**config.mk**
```make
export PLATFORM = sky130hd
export DESIGN_NAME = mmio_bus_controller
export DESIGN_NICKNAME = d
export VERILOG_FILES = /design/src/rtl/mmio_bus_controller.sv
export SDC_FILE = /design/constraint.sdc
export NUM_CORES = 1
export LEC_CHECK = 0
export BUFFER_PORTS_ARGS = -buffer_cell sky130_fd_sc_hd__buf_2
export CAP_MARGIN = 10
export CORE_UTILIZATION = 25
export DETAILED_ROUTE_END_ITERATION = 8
export MAX_ROUTING_LAYER = met4
export SLEW_MARGIN = 20
export SYNTH_ARGS = -nofsm -noshare
export SYNTH_HDL_FRONTEND = slang
export SYNTH_SLANG_ARGS = --single-unit
```
**constraint.sdc**
```tcl
create_clock -name clock -period 2 [get_ports clock]
set_input_delay 0.3 -clock clock [delete_from_list [all_inputs] [get_ports clock]]
set_output_delay 0.3 -clock clock [all_outputs]
set_load 0.02 [all_outputs]
```
**src/rtl/mmio_bus_controller.sv**
```systemverilog
// mmio_bus_controller: sequences single-word CPU data-port accesses onto the
// memory-mapped device slots. One strobe is held until the selected device
// responds or the access times out; malformed or unmapped requests are
// answered immediately with a bus error.
`timescale 1ns/1ps

module mmio_bus_controller #(
  parameter int          ADDR_W      = 30,
  parameter logic [3:0]  MMIO_REGION = 4'b1011,
  parameter logic [7:0]  SLOT_MASK   = 8'b0011_1000,
  parameter int          TIMEOUT     = 255
) (
  input  logic                clock,
  input  logic                reset_n,
  input  logic [ADDR_W-1:0]   Cpu_Address,
  input  logic                Cpu_ReadWord,
  input  logic                Cpu_WriteWord,
  input  logic [3:0]          Cpu_WriteBE,
  input  logic [31:0]         Cpu_WriteData,
  output logic [31:0]         Cpu_ReadData,
  output logic                Cpu_Ready,
  output logic                Cpu_BusError,
  output logic                Mmio_Hit,
  output logic [7:0]          Dev_Read,
  output logic [7:0]          Dev_Write,
  output logic [31:0]         Dev_WriteData,
  input  logic [255:0]        Dev_ReadData,
  input  logic [7:0]          Dev_Ready,
  output logic [7:0]          Err_Count,
  output logic [2:0]          Err_Slot
);

  typedef enum logic [1:0] {IDLE, ACCESS, RESP} state_t;

  // Last counter value before the access is abandoned: the strobe is held
  // for exactly TIMEOUT cycles when no device answers.
  localparam logic [15:0] TIMEOUT_LAST = 16'(TIMEOUT - 1);

  state_t      state;
  logic [2:0]  slotReg;
  logic        opWrite;
  logic [15:0] timeoutCount;

  logic [2:0]  reqSlot;
  logic        request;
  logic        reqConflict;
  logic        reqSubWord;
  logic        reqUnmapped;
  logic [7:0]  reqOneHot;
  logic [31:0] devWord [8];
  logic        unusedAddrBits;

  // Address decode and request classification seen by the IDLE state.
  assign Mmio_Hit    = (Cpu_Address[ADDR_W-1 -: 4] == MMIO_REGION);
  assign reqSlot     = Cpu_Address[ADDR_W-5 -: 3];
  assign request     = Mmio_Hit && (Cpu_ReadWord || Cpu_WriteWord);
  assign reqConflict = Cpu_ReadWord && Cpu_WriteWord;
  assign reqSubWord  = Cpu_WriteWord && (Cpu_WriteBE != 4'b1111);
  assign reqUnmapped = !SLOT_MASK[reqSlot];
  assign reqOneHot   = 8'(1) << reqSlot;

  // Word offset bits below the slot field do not take part in decoding.
  assign unusedAddrBits = ^Cpu_Address[ADDR_W-8:0];

  // Split the flat device read bus into one word per slot.
  generate
    for (genvar gi = 0; gi < 8; gi++) begin : g_devWord
      assign devWord[gi] = Dev_ReadData[32*gi +: 32];
    end
  endgenerate

  // Access sequencer: decode in IDLE, hold one strobe in ACCESS, and give a
  // single-cycle response in RESP. All outputs except Mmio_Hit are registered.
  always_ff @(posedge clock or negedge reset_n) begin
    if (!reset_n) begin
      state         <= IDLE;
      slotReg       <= 3'd0;
      opWrite       <= 1'b0;
      timeoutCount  <= 16'd0;
      Dev_Read      <= 8'd0;
      Dev_Write     <= 8'd0;
      Dev_WriteData <= 32'd0;
      Cpu_ReadData  <= 32'd0;
      Cpu_Ready     <= 1'b0;
      Cpu_BusError  <= 1'b0;
      Err_Count     <= 8'd0;
      Err_Slot      <= 3'd0;
    end else begin
      Cpu_Ready    <= 1'b0;
      Cpu_BusError <= 1'b0;
      case (state)
        IDLE: begin
          if (request) begin
            slotReg       <= reqSlot;
            opWrite       <= Cpu_WriteWord;
            Dev_WriteData <= Cpu_WriteData;
            if (reqConflict || reqSubWord || reqUnmapped) begin
              // Rejected without touching any device.
              state        <= RESP;
              Cpu_Ready    <= 1'b1;
              Cpu_BusError <= 1'b1;
              Cpu_ReadData <= 32'd0;
              Err_Slot     <= reqSlot;
              if (Err_Count != 8'hFF) Err_Count <= Err_Count + 8'd1;
            end else begin
              state        <= ACCESS;
              timeoutCount <= 16'd0;
              Dev_Read     <= Cpu_ReadWord  ? reqOneHot : 8'd0;
              Dev_Write    <= Cpu_WriteWord ? reqOneHot : 8'd0;
            end
          end
        end
        ACCESS: begin
          timeoutCount <= timeoutCount + 16'd1;
          // Ready wins over a timeout landing in the same cycle.
          if (Dev_Ready[slotReg]) begin
            state        <= RESP;
            Dev_Read     <= 8'd0;
            Dev_Write    <= 8'd0;
            Cpu_Ready    <= 1'b1;
            Cpu_ReadData <= opWrite ? 32'd0 : devWord[slotReg];
          end else if (timeoutCount == TIMEOUT_LAST) begin
            state        <= RESP;
            Dev_Read     <= 8'd0;
            Dev_Write    <= 8'd0;
            Cpu_Ready    <= 1'b1;
            Cpu_BusError <= 1'b1;
            Cpu_ReadData <= 32'd0;
            Err_Slot     <= slotReg;
            if (Err_Count != 8'hFF) Err_Count <= Err_Count + 8'd1;
          end
        end
        RESP: begin
          // Response is on the outputs this cycle; requests are ignored.
          state <= IDLE;
        end
        default: begin
          state <= IDLE;
        end
      endcase
    end
  end

endmodule

```
==> impl_results.md <==
* Synth area leaders: dfrtp_1 (44%), mux4_2 (22%), mux2_2 (6.8%)
* Gr ovfl total at 0
* FFs w/ async S/R, synth at 100%
* Part of the Yosys area used for sequential elements at 43.5%
* TNS Setup at -4470 ps
* Clock period minus worst slack at 2130 ps
* Final GP Congestion at 0.798
* Slew headroom at 37.2%
* Leak pwr at 4.95 nW
* Synth top area share at 43.5%
* Crit path DAT at 2460 ps
* Number of global-route vias before repair at 6015
* Drt first pass iters at 5
* Cell area after layout at 10400 sq um
* IO Port Bufs at 404
* Synthesized flop and latch total at 115
* Filler instances at 2549
* Syn avg cell area at 13.7 sq um
* Largest net degree at the start of global routing at 51
* Critical hold path startpoint: Cpu_WriteData[20]
* Starting DRT DRC Count at 379
* Worst reg2reg path startpoint: slotReg[0]
* Max Cap Viol at 0
* Later-pin clock latency in the skew report at 410 ps
* Place WS at -84.1 ps
* Worst setup startpoint: slotReg[0]
* Total power at 0.00977 W
* First-pass GRT wire length at 34700 um
* Clk sinks at 115
* Crit end category: flip-flop
* Floorplan core area at 26000 sq um
* HPWL after DPL at 18400 um
* Starting density of the core at 25.4%
* Chip height at 165 um
* Clock Tree Buf Depth at 2
* Path type of the worst setup path: reg2reg
* DR vias/cell at 4.85
* CTS Root Buffer Type: clkbuf_16
* CTS Buf Count at 17
* DRC at 0
* Die span in x at 165 um
* Final hold vios at 0
* WP data required at 2340 ps
* Final WS setup at -126 ps
* Clock H-tree levels at 4
* Type of origin of the critical path: flip-flop
* Power Density at 943 nW/um^2
* Post-synth EDFFs at 0
* Number of distinct library cells after synthesis at 45
* Failing checks: negative setup slack
* Count leader, synth: dfrtp_1
* Cell Area, Placed at 9270 sq um
* Synth warnings at 0
* Tightest Hold Check Type: in2reg
* Post-Syn Area at 6610 sq um
* Nets at 1251
* Fin. max-slew vios at 0
* Initial antenna violation count at 8
* Area leader, netlist: dfrtp_1
* Maximum VDD drop at 459 uV
* Status: finished with violations
* Clk_skew at 8.34 ps
* Synthesized net count at 819
* Highest clock rate at 0.470 GHz
* Total GRT Usage at 18.1%
* CTS clk-pin slew, worst paths at 60 ps
* CTS tree: built
* Final wirelength at 24800 um
* Layout cells sized above 1 at 68.9%
* Total number of vias at 6154
* Die area at 27100 sq um
* Io pins at 428
* Antenna viol nets, final at 0
* Routed length per instance at 19.6 um
* Tcrit/Tclk final at 106%
* Synth-to-Final Area Change at 56.7%
* Post-Syn Instances at 482
* Worst slew pin tran at 942 ps
* Number of setup violations in the final report at 60
* CP max FO at 8
* Row count at 59
* Unrepaired setup endpoints after global routing: yes
* Top post-synthesis cells by count: dfrtp_1 (115), mux4_2 (66), mux2_2 (40)
* Post-synth top flop: dfrtp_1
power breakdown:
group          switching (W)  total [W]  internal (W)
clock network        0.00121    0.00296       0.00175
registers           0.000296    0.00305       0.00275
logic                0.00187    0.00376       0.00190
total                0.00337    0.00977       0.00640
layer usage:
layer  global-route usage [%]  routed length [um]
met3                     5.55                2100
met1                     22.5               10500
met5                        -                   0
met4                     3.88                 286
met2                     28.9               11900
stage by stage:
stage	instances	hold slack, ps	utilization (%)
2_1_floorplan	482	4.41	-
4_1_cts	1261	93.9	39.4
3_5_place_dp	1217	254	35.7
3_3_place_gp	1217	252	35.7
6_report	1268	119	39.9
5_1_grt	1268	99.0	39.9
repair_timing:
item / in CTS / in global routing
endpoints found under the hold margin: 25 / 0
hold buffers: 1 / 0
pin swaps: 3 / 1
setup endpoints to repair: 46 / 61
gates cloned: 5 / 1
setup buffers: 8 / 0
resized for setup: 42 / 15
kinds of logic after synthesis:
family	synth area share, %
compound gates	9.82
xor+xnor	0.927
fa+ha+maj	0.568
buf+inv	3.08
flops	43.5
mux	34.5
simple gates	7.59
worst max-delay path, cell delays in order, from the launching register on:
cell	delay [ps]
dfrtp_4	430
mux4_2	520
mux2i_4	210
buf_6	140
o21ai_4	60
a21oi_4	170
buf_12	130
buf_12	120
buf_16	150
o2bb2ai_1	110
cell usage in the layout (no fill, tap or decap), drive strengths merged, types with 4 or more instances in the layout:
cell type,n
clkinv,4
nand2,20
and4,4
and2,10
nand3,14
mux4,66
o21ai,17
diode,7
or4,4
o2bb2ai,36
a21oi,15
nor3,4
clkbuf,19
nand4,6
inv,12
xor2,7
buf,449
mux2,40
or3,10
clkinvlp,4
mux2i,33
dfrtp,115
layout make-up:
class / instances / area [sq um] / share of cell area [%]
Multi-Input combinational cell: 321 / 3820 / 36.8
Sequential cell: 115 / 2880 / 27.8
Timing Repair Buffer: 451 / 2630 / 25.4
Clock buffer: 18 / 439 / 4.24
Tap cell: 335 / 419 / 4.04
Clock inverter: 13 / 126 / 1.22
Inverter: 8 / 30.0 / 0.290
Antenna cell: 7 / 17.5 / 0.169
flip-flops by register name, indices dropped and copies added (netlist names), 2 cells and up:
name / cells
Cpu_ReadData: 32
Dev_WriteData: 32
timeoutCount: 16
Dev_Read: 8
Dev_Write: 8
Err_Count: 8
Err_Slot: 3
slotReg: 3
state: 2
worst paths after layout:
path	depth (start not counted)	endpoint	slack (ps)
worst min-delay path	2	Dev_WriteData[20]	120
worst max-delay path	9	Cpu_ReadData[24]	-130
min in group asynchronous	2	Err_Count[6]	350
worst max register to register	9	Cpu_ReadData[24]	-130
max in group asynchronous	3	Cpu_ReadData[1]	1040
worst min register to register	1	Dev_Write[0]	480
No activity file was read; power rests on OpenSTA's default activity.
